**src/rtl/display_bbox_pkg.sv**
```systemverilog
// Shared definitions for the display bounding-box sender.
//   BBOX_INVALID : word the overlay treats as "no box in this slot"
//   *_HI/*_LO    : bit ranges of the four 16-bit fields in a box word
//   state_t      : sender FSM states
package display_bbox_pkg;

  localparam logic [63:0] BBOX_INVALID = 64'hFFFF_FFFF_FFFF_FFFF;

  localparam int X0_HI = 63;
  localparam int X0_LO = 48;
  localparam int Y0_HI = 47;
  localparam int Y0_LO = 32;
  localparam int X1_HI = 31;
  localparam int X1_LO = 16;
  localparam int Y1_HI = 15;
  localparam int Y1_LO = 0;

  typedef enum logic {IDLE, SEND} state_t;

endpackage

```
**src/rtl/display_bbox_sanitize.sv**
```systemverilog
// Combinational clean-up of one detection before it is stored.
//   det : raw detection {x0, y0, x1, y1}
//   san : BBOX_INVALID when the top-left corner is off-screen or the box is
//         inverted, otherwise the box with x1/y1 clamped to the frame edge.
module display_bbox_sanitize
  import display_bbox_pkg::*;
#(
  parameter int FRAME_WIDTH  = 16,
  parameter int FRAME_HEIGHT = 9
) (
  input  logic [63:0] det,
  output logic [63:0] san
);

  localparam logic [15:0] X_MAX = 16'(FRAME_WIDTH - 1);
  localparam logic [15:0] Y_MAX = 16'(FRAME_HEIGHT - 1);

  logic [15:0] x0, y0, x1, y1;
  logic        bad;

  assign x0  = det[X0_HI:X0_LO];
  assign y0  = det[Y0_HI:Y0_LO];
  assign x1  = det[X1_HI:X1_LO];
  assign y1  = det[Y1_HI:Y1_LO];
  assign bad = (x0 > X_MAX) || (y0 > Y_MAX) || (x0 > x1) || (y0 > y1);

  always_comb begin
    san = BBOX_INVALID;
    if (!bad)
      san = {x0, y0, (x1 > X_MAX) ? X_MAX : x1, (y1 > Y_MAX) ? Y_MAX : y1};
  end

endmodule

```
**src/rtl/display_bbox_sender.sv**
```systemverilog
// Producer side of the display bounding-box interface.
// Collects sanitised detections into one bank while the other bank holds the
// last committed set, and emits a committed set as exactly MAX_BBOX contiguous
// words starting the cycle after a frame_start.
//   clk, rst            : clock, async active-high reset
//   det_data/valid/last : detection stream in (det_last commits the set)
//   det_ready           : low while a committed set awaits its frame
//   frame_start         : frame boundary pulse
//   bbox_data_out(_valid): registered box words to the overlay
//   bbox_pending        : committed set waiting for frame_start
//   det_overflow        : pulse after a set that carried > MAX_BBOX beats
// Optional: `define DISPLAY_BBOX_STALE_CLEAR_EN sends one all-invalid burst
// after STALE_FRAMES frames without a new set.
module display_bbox_sender
  import display_bbox_pkg::*;
#(
  parameter int FRAME_WIDTH  = 16,
  parameter int FRAME_HEIGHT = 9,
  parameter int MAX_BBOX     = 5,
  parameter int STALE_FRAMES = 30
) (
  input  logic        clk,
  input  logic        rst,
  input  logic [63:0] det_data,
  input  logic        det_valid,
  input  logic        det_last,
  output logic        det_ready,
  input  logic        frame_start,
  output logic [63:0] bbox_data_out,
  output logic        bbox_data_out_valid,
  output logic        bbox_pending,
  output logic        det_overflow
);

  localparam int CW = $clog2(MAX_BBOX + 1);
  localparam int IW = (MAX_BBOX > 1) ? $clog2(MAX_BBOX) : 1;

  logic [63:0]   bank [2][MAX_BBOX];
  logic          col_sel;   // bank being collected; ~col_sel is the send bank
  logic          pending;
  logic          ovf;
  logic [CW-1:0] cnt;
  logic [63:0]   san;
  logic          accept;

  state_t        state, nxt_state;
  logic [IW-1:0] idx, nxt_idx;
  logic [63:0]   nxt_data;
  logic          nxt_valid;
  logic          swap;

  assign det_ready    = !pending;
  assign bbox_pending = pending;
  assign accept       = det_valid & det_ready;

  display_bbox_sanitize #(
    .FRAME_WIDTH (FRAME_WIDTH),
    .FRAME_HEIGHT(FRAME_HEIGHT)
  ) u_sanitize (
    .det(det_data),
    .san(san)
  );

`ifdef DISPLAY_BBOX_STALE_CLEAR_EN
  localparam int FW = $clog2(STALE_FRAMES + 2);
  logic [FW-1:0] frame_cnt;
  logic          clr_burst, clr, stale_hit;

  assign stale_hit = (frame_cnt == FW'(STALE_FRAMES)) && !pending;

  // Counter saturates one past the threshold so only one clear is sent.
  always_ff @(posedge clk or posedge rst) begin
    if (rst) begin
      frame_cnt <= '0;
      clr_burst <= 1'b0;
    end else begin
      if (swap)
        frame_cnt <= '0;
      else if (frame_start && frame_cnt != FW'(STALE_FRAMES + 1))
        frame_cnt <= frame_cnt + FW'(1);
      clr_burst <= clr | (clr_burst & (nxt_state == SEND));
    end
  end
`endif

  always_comb begin
    nxt_state = state;
    nxt_idx   = idx;
    nxt_data  = '0;
    nxt_valid = 1'b0;
    swap      = 1'b0;
`ifdef DISPLAY_BBOX_STALE_CLEAR_EN
    clr       = 1'b0;
`endif
    case (state)
      IDLE: begin
        // Word 0 is registered on the swap edge itself; the collect bank
        // becomes the send bank at that same edge.
        if (frame_start && pending) begin
          swap      = 1'b1;
          nxt_data  = bank[col_sel][0];
          nxt_valid = 1'b1;
          nxt_idx   = IW'(1);
          nxt_state = (MAX_BBOX > 1) ? SEND : IDLE;
        end
`ifdef DISPLAY_BBOX_STALE_CLEAR_EN
        else if (frame_start && stale_hit) begin
          clr       = 1'b1;
          nxt_data  = BBOX_INVALID;
          nxt_valid = 1'b1;
          nxt_idx   = IW'(1);
          nxt_state = (MAX_BBOX > 1) ? SEND : IDLE;
        end
`endif
      end
      SEND: begin
        nxt_valid = 1'b1;
`ifdef DISPLAY_BBOX_STALE_CLEAR_EN
        nxt_data  = clr_burst ? BBOX_INVALID : bank[~col_sel][idx];
`else
        nxt_data  = bank[~col_sel][idx];
`endif
        nxt_idx   = idx + IW'(1);
        if (idx == IW'(MAX_BBOX - 1))
          nxt_state = IDLE;
      end
      default: nxt_state = IDLE;
    endcase
  end

  always_ff @(posedge clk or posedge rst) begin
    if (rst) begin
      state               <= IDLE;
      idx                 <= '0;
      bbox_data_out       <= '0;
      bbox_data_out_valid <= 1'b0;
      pending             <= 1'b0;
      cnt                 <= '0;
      ovf                 <= 1'b0;
      det_overflow        <= 1'b0;
      col_sel             <= 1'b0;
      for (int b = 0; b < 2; b++)
        for (int i = 0; i < MAX_BBOX; i++)
          bank[b][i] <= BBOX_INVALID;
    end else begin
      state               <= nxt_state;
      idx                 <= nxt_idx;
      bbox_data_out       <= nxt_data;
      bbox_data_out_valid <= nxt_valid;
      det_overflow        <= 1'b0;

      // Swap and accept are exclusive: accept needs pending=0, swap needs 1.
      if (swap) begin
        col_sel <= ~col_sel;
        pending <= 1'b0;
        for (int i = 0; i < MAX_BBOX; i++)
          bank[~col_sel][i] <= BBOX_INVALID;
      end

      if (accept) begin
        if (cnt < CW'(MAX_BBOX))
          bank[col_sel][cnt[IW-1:0]] <= san;
        if (det_last) begin
          pending      <= 1'b1;
          cnt          <= '0;
          ovf          <= 1'b0;
          det_overflow <= ovf | (cnt == CW'(MAX_BBOX));
        end else if (cnt < CW'(MAX_BBOX)) begin
          cnt <= cnt + CW'(1);
        end else begin
          ovf <= 1'b1;
        end
      end
    end
  end

endmodule

```
**config.mk**
```make
export PLATFORM = sky130hd
export DESIGN_NAME = display_bbox_sender
export DESIGN_NICKNAME = d
export VERILOG_FILES = /design/src/rtl/display_bbox_pkg.sv /design/src/rtl/display_bbox_sanitize.sv /design/src/rtl/display_bbox_sender.sv
export SDC_FILE = /design/constraint.sdc
export NUM_CORES = 2
export LEC_CHECK = 0
export BUFFER_PORTS_ARGS = -buffer_cell sky130_fd_sc_hd__buf_4
export CAP_MARGIN = 20
export CORE_MARGIN = 3
export CORE_UTILIZATION = 37
export CTS_BUF_LIST = sky130_fd_sc_hd__clkbuf_2 sky130_fd_sc_hd__clkbuf_4 sky130_fd_sc_hd__clkbuf_8
export DETAILED_ROUTE_END_ITERATION = 8
export PLACE_DENSITY = 0.5
export SYNTH_ARGS = -nofsm -noshare
export SYNTH_HDL_FRONTEND = slang
export SYNTH_SLANG_ARGS = --single-unit
```
**constraint.sdc**
```tcl
create_clock -name clk -period 22.2 [get_ports clk]
set_clock_uncertainty 0.15 [all_clocks]
set_input_delay 3.33 -clock clk [delete_from_list [all_inputs] [get_ports clk]]
set_output_delay 3.33 -clock clk [all_outputs]
set_load 0.01 [all_outputs]
```
# ---- Word level (Yosys, flattened, before mapping)
# Index checks and enable logic that the tools add are counted.
dict set report op_classes {
  bitwise_logic 13
  addsub 2
  n_mul 0
  n_eq_ne 4
  muxes 48
  n_reduce_logical 11
  shifts 0
  magnitude_cmp 14
  div 0
}
# cell count
set op_table {}
lappend op_table {{$or A640 B640 Y640} 5}
lappend op_table {{$mux W320} 8}
lappend op_table {{$demux W320 S1} 6}
lappend op_table {{$mux W640} 3}
lappend op_table {{$bwmux W640} 1}
lappend op_table {{$mux W64} 6}
lappend op_table {{$mux W256} 1}
lappend op_table {{$bmux W64 S3} 1}
lappend op_table {{$demux W64 S3} 1}
lappend op_table {{$mux W192} 1}
lappend op_table {{$mux W128} 1}
lappend op_table {{$pmux W64 S2} 1}
lappend op_table {{$gt A16 B4 Y1 const B} 4}
lappend op_table {{$gt A16 B16 Y1} 2}
lappend op_table {{$mux W16} 2}
lappend op_table {{$mux W1} 10}
lappend op_table {{$mux W3} 3}
lappend op_table {{$ge A4 B4 Y1 const B} 2}
lappend op_table {{$not A3 Y4} 2}
lappend op_table {{$add A3 B1 Y3 const B} 2}
lappend op_table {{$eq A3 B3 Y1 const B} 2}
lappend op_table {{$pmux W3 S2} 1}
lappend op_table {{$ge A2 B2 Y1 const B} 2}
lappend op_table {{$logic_and A1 B1 Y1} 4}
lappend op_table {{other kinds (13)} 21}
dict set report totals {
  rom_bits 0
  output_inout_bits 68
  latchBits 0
  inputBits 69
  mem_bits_rw 0
  register_bits 716
  mem_count 0
}

# ---- Longest topological paths before layout
dict set report depth {
  ltp_word 15
  depth_mapped 11
  depth_no_buf 8
}

# ---- By module
# Synthesis repeated with hierarchy kept, for this count alone.
dict set report unflattened {
  hier_cells 3619
  hier_area_um2 34416.8
}
# mod area_each_um2 cells_per_inst seq_area_each_um2 n_inst
set modules_own_cells {}
lappend modules_own_cells {display_bbox_sender 32854.0 3399 18718.0 1}
lappend modules_own_cells {display_bbox_sanitize 1562.7 220 0.0 1}

# ---- Least setup slack after synthesis
# No wires, ideal clock.
dict set report synth_timing {
  path_type {in2reg}
  start {input port det_data[30]}
  end {register bank[629] in the netlist's numbering}
  path_slack_ns 16.449
  setup_ns 0.075
  arrival_time_ns 5.526
  t_required_ns 21.975
  n_path_buf 3
  path_stages 11
  cell_sequence {inv_1 ha_1 a21oi_1 nand2_1 a221o_1 o31a_2 buf_4 nor4_2 buf_2 buf_6 nor2_1}
}
dict set report synth_between {
  elab_chain_len 7
}
# item line_no
set synth_lines {}
lappend synth_lines {{start, declared} display_bbox_sender.sv:24} ;# input logic [63:0] det_data,
lappend synth_lines {{$gt A16 B16 Y1} display_bbox_sanitize.sv:25} ;# assign bad = (x0 > X_MAX) || (y0 > Y_MAX) || (x0 > x1) || (y0 > y1);
lappend synth_lines {{$logic_or A1 B1 Y1 (2 in series)} display_bbox_sanitize.sv:25}
lappend synth_lines {{$mux W64} display_bbox_sanitize.sv:29} ;# if (!bad)
lappend synth_lines {{$bwmux W640} display_bbox_sender.sv:162} ;# bank[col_sel][cnt[IW-1:0]] <= san;
lappend synth_lines {{$mux W640} display_bbox_sender.sv:161} ;# if (cnt < CW'(MAX_BBOX))
lappend synth_lines {{$mux W640} display_bbox_sender.sv:160} ;# if (accept) begin
lappend synth_lines {{end signal, assigned by index} display_bbox_sender.sv:162}
lappend synth_lines {{end, declared} display_bbox_sender.sv:38} ;# logic [63:0] bank [2][MAX_BBOX];
# Every way passes these cells.
# A chain may end at the register's enable or synchronous reset.

# ---- Worst setup path after layout
dict set report layout_timing {
  start {input port frame_start}
  end {register bank[275] in the netlist's numbering}
}
dict set report layout_between {
  elab_chain_len 7
}
# item line_no
set layout_lines {}
lappend layout_lines {{start, declared} display_bbox_sender.sv:28} ;# input logic frame_start,
lappend layout_lines {{$logic_and A1 B1 Y1 *} display_bbox_sender.sv:99} ;# if (frame_start && pending) begin
lappend layout_lines {{$mux W1 *} display_bbox_sender.sv:99}
lappend layout_lines {{$mux W1 *} display_bbox_sender.sv:95} ;# case (state)
lappend layout_lines {{$mux W640 *} display_bbox_sender.sv:153} ;# if (swap) begin
lappend layout_lines {{$bwmux W640} display_bbox_sender.sv:162}
lappend layout_lines {{$mux W640} display_bbox_sender.sv:161}
lappend layout_lines {{$mux W640 *} display_bbox_sender.sv:160}
# Every way passes the cells marked *; elsewhere a longest branch is shown, timed or not.

==> impl_results.md <==
- Status: complete, no violations
- #FFs+latches synth: 716
- Gr usage total: 0.220
- Worst vdd ir: 0.0776 mV
- Largest net degree at the start of global routing: approximately 190
- CTS tree: built
- CP max-delay cell: o21ai_4
- Worst slew margin: 0.222
- RSZ-0062 raised after global routing: false
- # port buffers: 136
- Finished Core Util: 0.431
- Maxcap violations: 0
- Sw frac: 0.338
- Cell row count: ~110
- Sequential Power Share: 0.440
- Commonest non-fill, non-tap cells in the layout: 1147 x nor2_1, 640 x dfstp_2, 185 x buf_4, 182 x a21oi_1, 161 x clkbuf_8
- Top_reg_cell synth: dfstp_2
- Post-cts repair resize count: 0
- Fmax: about 0.17 GHz
- Final worst slack: 16.36 ns
- Die area: between 0.09 and 0.1 mm2
- Synth Area in Adders: 0.0140
- Final ANT Viol Nets: 0
- Final Hold Vio Count: 0
- Hold/Removal Path Class: reg2reg
- Placer Congestion: 0.838
- Final period util: 0.263
- Vias in the first global route: roughly 25000
- Number of synthesis warnings: 0
- Compound-Gate Fraction of Synth Area: 0.0797
- Clock network power share: 0.217
- First-pass iteration count of the detailed router: 6
- Share of cells above drive strength 1: 0.414
- Mean Syn Cell Area: between 10 and 15 um2
- Hold buffers post-CTS: 0
- Vias per Instance: 5.42
- Crit path required time: between 20 and 25 ns
- DRC: 0
- Crit-path cells: buf_4 -> nand3b_1 -> buf_4 -> buf_4 -> o21ai_4 -> buf_4 -> nor2_1 -> a21oi_1
- EDFF count, synth: 0
- Post-synthesis xor/xnor area fraction: 0.000272
- Num ports: about 140
- Post-synthesis mux area share: 0.132
- Setup Viol. Count Final: 0
- Initial Utilization: 0.375
- Remaining Overflow, GRT: 0
- Clock latency on the worst-skew pair: roughly 0.75 ns
- Placed Cells: 4032
- Post-synthesis sequential area ratio: 0.582
- Largest family of logic cells by synthesized area: simple AND/OR/NAND/NOR gates
- Post-DP HPWL: between 50000 and 60000 um
- Worst Reg-to-Reg Cells: 6
- Most common cell after layout, fill and taps aside: nor2_1
- Post-synth cell types: 49
- Initial DRC Count: 1631
- Clock Path Buffers: 3
- Total power: 5.92 mW
- H-tree depth: 3
- Layout area overhead: 14.9%
- Fin cells: 4260
- Worst-Margin Slew: between 1 and 1.5 ns
- Setup slack, reg-to-reg: between 15 and 20 ns
- Pwr dens: 160 mW/mm2
- Switch Pwr: 2.00 mW
- Post-CTS Setup Inserts: 0
- CTS sink cnt: 716
- Setup tns final: 0 ns
- Detailed-route via count: 23100
- Crit-path most repeated cell: buf_4
- CP max stage delay: 0.92 ns
- Gate Count Post-Synth: ~3000
- Pre-CTS WS: 15.66 ns
- Startpoint Class: input pin
- Lkg Pwr: 14.8 nW
- Initial antenna violation count: 6
- Die Y: 301 um
- Avg WL per Cell: around 23 um
- CTS root buf: clkbuf_8
- TritonCTS buffer count: 121
- Syn Nets: 3021
- Simple-gate share of the synthesized area: 0.153
- CORE AREA: about 0.086 mm2
- Critical path endpoint category: register
- Crit Path Class: in2reg
- First-pass GRT wire length: around 150000 um
- Synthesized area: 0.0322 mm2
- Clk slew on worst S/H paths: 0.06 ns
- Comb power frac: 0.343
- Hold Crit Depth: 2
- Final #Nets: a little over 3000
- Synth async-reset ratio: 1.00
- Final Max Tran Viols: 0
- Maximum fanout along the worst path: 43
- Crit path time final: 5.84 ns
- Die width: about 300 um
- Arr. time, crit path: 6.34 ns
- P_int: between 3 and 4 mW
- Drt total wl: 98700 um
## cell type report
| cell class | instances | area [um2] |
|---|---|---|
| repair buffers | 191 | 1520 |
| fillers | 8129 | 48700 |
| clock inverters | 22 | 173 |
| well taps | 1144 | 1430 |
| flip-flops and latches | 716 | 18700 |
| inverters | 49 | 188 |
| multi-input cells | 1932 | 12400 |
| clock buffers | 204 | 2540 |
| diodes | 2 | 5.00 |
## sequential cells by signal, summed over array words and instances, names as in the netlist
register,count
bank,640
bbox_data_out,64
bbox_data_out_valid,1
bbox_pending,1
cnt,3
col_sel,1
det_overflow,1
idx,3
ovf,1
state,1
## routing by layer
metal / up-vias / GRT usage / routed length [um]
li1: 10100 / - / -
met1: 12000 / 0.292 / 42200
met2: 778 / 0.354 / 46600
met3: 203 / 0.0490 / 6900
met4: 4 / 0.0778 / 3030
met5: - / 0 / 26
## power by group through the flow
stage	Sequential (mW)	Combinational [mW]	Clock [mW]
final	2.60	2.03	1.28
after global routing	2.69	2.23	1.38
after CTS	2.61	2.05	1.32
after detailed placement	2.63	2.04	0
after global placement	2.58	2.00	0
after floorplan	2.50	1.47	0
## cells in the mapped netlist, types with 2 or more instances
library cell / number / area (um2)
a21o_1: 2 / 15.0
a21oi_1: 182 / 911
a22oi_1: 64 / 480
a2bb2oi_1: 63 / 552
buf_1: 9 / 33.8
buf_2: 36 / 180
buf_4: 38 / 285
buf_6: 5 / 56.3
clkbuf_1: 131 / 492
dfrtp_1: 76 / 1900
dfstp_2: 640 / 16800
ha_1: 36 / 450
inv_1: 48 / 180
mux2_2: 64 / 721
mux2i_1: 65 / 651
mux4_2: 128 / 2880
nand2_1: 29 / 109
nand2b_1: 3 / 18.8
nand3_1: 8 / 40.0
nand3b_1: 2 / 15.0
nand4_1: 11 / 68.8
nor2_1: 1149 / 4310
nor2b_1: 3 / 18.8
nor3_1: 2 / 10.0
nor4_1: 12 / 75.1
nor4_2: 8 / 100
nor4_4: 3 / 63.8
nor4b_4: 3 / 71.3
o21ai_0: 9 / 45.0
o21ai_1: 6 / 30.0
o22ai_1: 63 / 394
## kinds of logic (layout without fill, tap and decap cells)
kind of cell | Yosys count | after routing
compound gates | 401 | 401
xor+xnor | 1 | 1
fa+ha+maj | 36 | 36
buf+inv | 268 | 466
flops | 716 | 716
mux | 257 | 257
other cells | 0 | 2
simple gates | 1237 | 1237
## worst max-delay path: cells and delay by family
| family | cells | cell delay (ns) |
|---|---|---|
| buf+inv | 4 | 1.67 |
| simple gates | 2 | 0.16 |
| compound gates | 2 | 1.08 |
## through the flow
| step | cell area (um2) | hold WS, ns |
|---|---|---|
| after global placement | 34200 | 0.335 |
| after global routing | 37000 | 0.358 |
| after CTS | 37000 | 0.348 |
| final | 37000 | 0.346 |
| after detailed placement | 34200 | 0.337 |
| after floorplan | 32200 | 0.313 |
## worst paths after layout
kind	from	end
hold / removal	bank[31]	bank[31]
max in group asynchronous	rst	bbox_data_out[25]
min in group asynchronous	rst	bbox_data_out[3]
setup reg to reg	col_sel	bank[354]
hold reg to reg	bank[31]	bank[31]
setup / recovery	frame_start	bank[275]
Power figures use the tool's default switching activity.
